[src/rtl/sync_fifo_pkg.sv]
// Shared sizing helpers and parameter-legality check for the single-clock FIFO.
package sync_fifo_pkg;

    function automatic int fifo_depth(input int addr_width);
        return 1 << addr_width;
    endfunction

    // Pointers and count carry one extra bit so that "full" and "empty" stay distinguishable.
    function automatic int count_width(input int addr_width);
        return addr_width + 1;
    endfunction

    function automatic bit thresh_legal(input int addr_width, input int afull, input int aempty);
        return (afull >= 1) && (afull <= fifo_depth(addr_width)) &&
               (aempty >= 0) && (aempty < fifo_depth(addr_width));
    endfunction

endpackage

[src/rtl/sync_fifo_mem.sv]
// Storage array for sync_fifo: one synchronous write port, one asynchronous read port.
module sync_fifo_mem #(
    parameter int DATAWIDTH  = 8,
    parameter int ADDR_WIDTH = 3
) (
    input  logic                  clk,
    input  logic                  we,
    input  logic [ADDR_WIDTH-1:0] waddr,
    input  logic [DATAWIDTH-1:0]  wdata,
    input  logic [ADDR_WIDTH-1:0] raddr,
    output logic [DATAWIDTH-1:0]  rdata
);

    logic [DATAWIDTH-1:0] mem [1 << ADDR_WIDTH];

    // NOTE: the array has no reset; stale words are never visible because the pointers gate every read.
    always_ff @(posedge clk) begin
        if (we) begin
            mem[waddr] <= wdata;
        end
    end

    assign rdata = mem[raddr];

endmodule

[src/rtl/sync_fifo.sv]
// Single-clock FIFO with occupancy count, almost-full/empty flags and sticky error bits.
// Define SYNC_FIFO_FWFT_EN for first-word-fall-through read data; default is a registered rdata.
module sync_fifo
    import sync_fifo_pkg::*;
#(
    parameter int DATAWIDTH     = 8,
    parameter int ADDR_WIDTH    = 3,
    parameter int AFULL_THRESH  = 6,
    parameter int AEMPTY_THRESH = 1
) (
    input  logic                               clk,
    input  logic                               rst,
    input  logic [DATAWIDTH-1:0]               wdata,
    input  logic                               winc,
    input  logic                               rinc,
    input  logic                               err_clr,
    output logic [DATAWIDTH-1:0]               rdata,
    output logic                               wfull,
    output logic                               rempty,
    output logic [count_width(ADDR_WIDTH)-1:0] count,
    output logic                               almost_full,
    output logic                               almost_empty,
    output logic                               overflow,
    output logic                               underflow
);

    localparam int CW = count_width(ADDR_WIDTH);
    localparam logic [CW-1:0] DEPTH_C  = CW'(fifo_depth(ADDR_WIDTH));
    localparam logic [CW-1:0] AFULL_C  = CW'(AFULL_THRESH);
    localparam logic [CW-1:0] AEMPTY_C = CW'(AEMPTY_THRESH);

    if (!thresh_legal(ADDR_WIDTH, AFULL_THRESH, AEMPTY_THRESH)) begin : g_bad_params
        $error("sync_fifo: AFULL_THRESH must be 1..DEPTH and AEMPTY_THRESH 0..DEPTH-1");
    end

    logic [CW-1:0]        wptr;
    logic [CW-1:0]        rptr;
    logic [CW-1:0]        count_next;
    logic [DATAWIDTH-1:0] mem_rdata;
    logic                 wr_en;
    logic                 rd_en;

    assign wr_en = winc && !wfull;
    assign rd_en = rinc && !rempty;

    sync_fifo_mem #(
        .DATAWIDTH  (DATAWIDTH),
        .ADDR_WIDTH (ADDR_WIDTH)
    ) u_mem (
        .clk   (clk),
        .we    (wr_en),
        .waddr (wptr[ADDR_WIDTH-1:0]),
        .wdata (wdata),
        .raddr (rptr[ADDR_WIDTH-1:0]),
        .rdata (mem_rdata)
    );

    // NOTE: count_next gets its default first so no path through this block can infer a latch.
    always_comb begin
        count_next = count;
        if (wr_en && !rd_en) begin
            count_next = count + 1'b1;
        end else if (rd_en && !wr_en) begin
            count_next = count - 1'b1;
        end
    end

    // Flags are registered from count_next so they move on the same edge as the accepted op.
    // NOTE: sequential state uses non-blocking assignments only, so every register samples pre-edge values.
    always_ff @(posedge clk) begin
        if (rst) begin
            wptr         <= '0;
            rptr         <= '0;
            count        <= '0;
            wfull        <= 1'b0;
            rempty       <= 1'b1;
            almost_full  <= 1'b0;
            almost_empty <= 1'b1;
        end else begin
            if (wr_en) wptr <= wptr + 1'b1;
            if (rd_en) rptr <= rptr + 1'b1;
            count        <= count_next;
            wfull        <= (count_next == DEPTH_C);
            rempty       <= (count_next == '0);
            almost_full  <= (count_next >= AFULL_C);
            almost_empty <= (count_next <= AEMPTY_C);
        end
    end

    // Setting an error takes priority over clearing it in the same cycle.
    always_ff @(posedge clk) begin
        if (rst) begin
            overflow  <= 1'b0;
            underflow <= 1'b0;
        end else begin
            if (winc && wfull)   overflow <= 1'b1;
            else if (err_clr)    overflow <= 1'b0;
            if (rinc && rempty)  underflow <= 1'b1;
            else if (err_clr)    underflow <= 1'b0;
        end
    end

`ifdef SYNC_FIFO_FWFT_EN
    assign rdata = mem_rdata;
`else
    always_ff @(posedge clk) begin
        if (rst) begin
            rdata <= '0;
        end else if (rd_en) begin
            rdata <= mem_rdata;
        end
    end
`endif

endmodule

[config.mk]
export PLATFORM = sky130hd
export DESIGN_NAME = sync_fifo
export DESIGN_NICKNAME = d
export VERILOG_FILES = /design/src/rtl/sync_fifo_pkg.sv /design/src/rtl/sync_fifo_mem.sv /design/src/rtl/sync_fifo.sv
export SDC_FILE = /design/constraint.sdc
export NUM_CORES = 1
export LEC_CHECK = 0
export ABC_CLOCK_PERIOD_IN_PS = 2000
export BUFFER_PORTS_ARGS = -buffer_cell sky130_fd_sc_hd__buf_4
export CAP_MARGIN = 20
export CORE_ASPECT_RATIO = 0.6
export CORE_MARGIN = 1.5
export CORE_UTILIZATION = 30
export DETAILED_ROUTE_END_ITERATION = 6
export PLACE_DENSITY_LB_ADDON = 0.08
export REMOVE_ABC_BUFFERS = 1
export SLEW_MARGIN = 20
export SYNTH_ARGS = -nofsm -noshare
export SYNTH_HDL_FRONTEND = slang
export SYNTH_SLANG_ARGS = --single-unit
[constraint.sdc]
create_clock -name clk -period 2 [get_ports clk]
set_input_delay 0.4 -clock clk [delete_from_list [all_inputs] [get_ports clk]]
set_output_delay 0.4 -clock clk [all_outputs]
set_load 0.03 [all_outputs]
==> reports/qor.yml <==
status:
  outcome: "completed"
finish:
  fill_cells: 1088
  area_growth_pct: 24.2
  drive_gt1_frac: 0.331
  final_cell_count_no_fill: 429
  diodes: 0
  nets: 281
pwr:
  peakVddDrop_mv: 0.357
  powerDensity_nw_per_um2: 1220
  p_leak_nw: 1.51
  p_switching_mw: 1.50
  internal-power_mw: 3.78
  sw_frac_of_total: 0.284
  p_comb_frac: 0.247
  seqPwrFrac: 0.420
  p_clk_frac: 0.333
sta:
  slew_viol_final: 0
  layout_setup_ws_ns: 0.212
  rsz0062_at_grt: "no"
  fmax_ghz: 0.559
  finalSetupTns_ns: 0
  finalCritPeriodShare: 0.894
  min_period_ns: 1.79
  fin_worst_skew_ns: 0.00511
  worst_pin_slew_ns: 0.336
  hold_violations: 0
  hold_slack_ns: 0.298
  max_slew_margin: 0.774
  setup_viol: 0
detailed_routing:
  detail-route-antenna-nets: 0
  dr.pass1.iters: 4
  drc: 0
  initialDrtViolationCount: 96
  vias: 1885
  wirelength_um: 7190
  detail_route.wl_per_cell_um: 16.8
  vias_per_cell: 4.39
clocking:
  tritoncts: "yes"
  ctsHtreeMaxLevel: 3
  cts_resized: 0
  clock_path_buffers: 2
  cts.sinks: 88
  clkLatencyLatePin_ns: 0.34
  hold_buffers: 0
  cts_made_buffers: 9
  clkTransAtPathRegs_ns: 0.06
  post_cts_buffers: 0
  cts_root_buffer: "clkbuf_16"
job:
  drv_cap: 0
logic_synthesis:
  synth_cells: 212
  seq_area_frac_synth: 0.688
  synthTopCellsByArea: "edfxtp_1, dfxtp_1, mux4_2"
  synth-edff-count: 64
  synth-seq-cells: 88
  syn_avg_cell_area_um2: 16.5
  yosys-mux-area-fraction: 0.135
  synth_top_family_by_area: "multiplexers"
  synth.distinct_cells: 36
  synth_top_cell_by_area: "edfxtp_1"
  synth_fa_ha_area_frac: 0.0143
  async_flop_share: 0
  netlist.area_leader.share: 0.550
  synthXorXnorAreaFrac: 0.0150
  synth_common_cells: "edfxtp_1, dfxtp_1, nor2_1"
  syn_area_um2: 3490
  synth-compound-area-share: 0.0444
  yosysMostFrequentCell: "edfxtp_1"
  yosys_warnings: 0
  synth-simple-area-share: 0.0820
  yosys_most_used_dff: "edfxtp_1"
grt:
  grt.total_usage: 0.130
  met2_usage: 0.176
  grt-ovfl-total: 0
  grt_pass1_wl_um: 11200
  gr-usage-met1: 0.194
  antenna_found_initial: 0
  grt_busiest_layer: "met1"
  grt_util_met3: 0.0431
  grt_max_degree: 19
  grt_pass1_vias: 1840
die:
  die_area_um2: 12300
  die_h_um: 86.6
  fp.dieW_um: 142
  pin_count: 31
  rows: 30
  core_area_um2: 11300
  start_util: 0.308
placement:
  gp_congestion: 0.720
  io_buffers: 30
  dp_hpwl_um: 4830
  post-place-ws_ns: 0.180
  dp_cells: 413
setup_path:
  r2r_setup_slack_ns: 0.21
  endpoint_kind: "flip-flop"
  critPathMaxFanout: 5
  setup.worst_path.start_class: "flip-flop"
  required_ns: 2.26
  crit_type: "reg2reg"
  cp_data_arrival_time_ns: 2.04
hold_path:
  hold_class: "in2reg"
==> critical path, stage by stage, from the launching register on <==
cell and delay (ns):
dfxtp_1 0.39, inv_1 0.11, ha_1 0.33, inv_1 0.06
a21oi_1 0.13, o21ai_0 0.17, and3b_1 0.27, nor4_4 0.24
==> power groups by stage <==
stage | combinational (mW) | clock [mW] | sequential, mW
6_report | 1.31 | 1.76 | 2.22
5_1_grt | 1.43 | 1.90 | 2.24
4_1_cts | 1.32 | 1.82 | 2.22
3_5_place_dp | 1.32 | 0 | 2.26
3_3_place_gp | 1.34 | 0 | 2.26
2_1_floorplan | 0.623 | 0 | 2.49
==> placed cells by master, fill, tap and decap left out, types with 6 or more instances in the layout <==
master,instances
a211oi_1,8
a21oi_1,6
buf_4,50
clkbuf_16,9
dfxtp_1,24
edfxtp_1,64
mux2i_1,8
mux4_2,16
nand2_1,9
nor2_1,22
==> area by class of cell <==
cell class	instances	area, um2	share of cell area
flip-flops and latches	88	2400	0.553
clock inverters	6	83.8	0.0193
multi-input cells	110	1010	0.234
well taps	160	200	0.0461
inverters	4	15.0	0.00346
repair buffers	51	395	0.0911
clock buffers	10	229	0.0528
==> sequential cells by signal, summed over array words and instances (netlist names) <==
name          cells
u_mem.mem        64
overflow          1
rdata             8
almost_empty      1
underflow         1
count             4
almost_full       1
rptr              3
wptr              3
wfull             1
rempty            1
==> path summary, 6_finish.rpt <==
check             cells after the start         endpoint  startpoint
setup reg to reg                      7           rempty    count[0]
hold reg to reg                       2          wptr[0]     wptr[0]
setup / recovery                      7           rempty    count[0]
hold / removal                        1  u_mem.mem[5][3]    wdata[3]
==> routing by layer <==
metal / wire (um) / vias to the layer above
li1: - / 912
met1: 3780 / 935
met2: 2980 / 29
met3: 321 / 9
met4: 106 / 0
met5: 0 / -
==> metrics by stage <==
stage	power [mW]	cell area, um2	utilization
2_1_floorplan	3.11	3430	-
3_3_place_gp	3.60	4030	0.355
3_5_place_dp	3.58	4030	0.355
4_1_cts	5.37	4340	0.383
5_1_grt	5.57	4340	0.383
6_report	5.28	4340	0.383
==> kinds of logic (layout without fill, tap and decap cells) <==
logic type,Yosys count,count (layout)
buf+inv,14,71
flops,88,88
compound gates,22,22
simple gates,52,52
mux,26,26
fa+ha+maj,4,4
xor+xnor,6,6
Note: power is estimated with default switching activity, not from simulation.
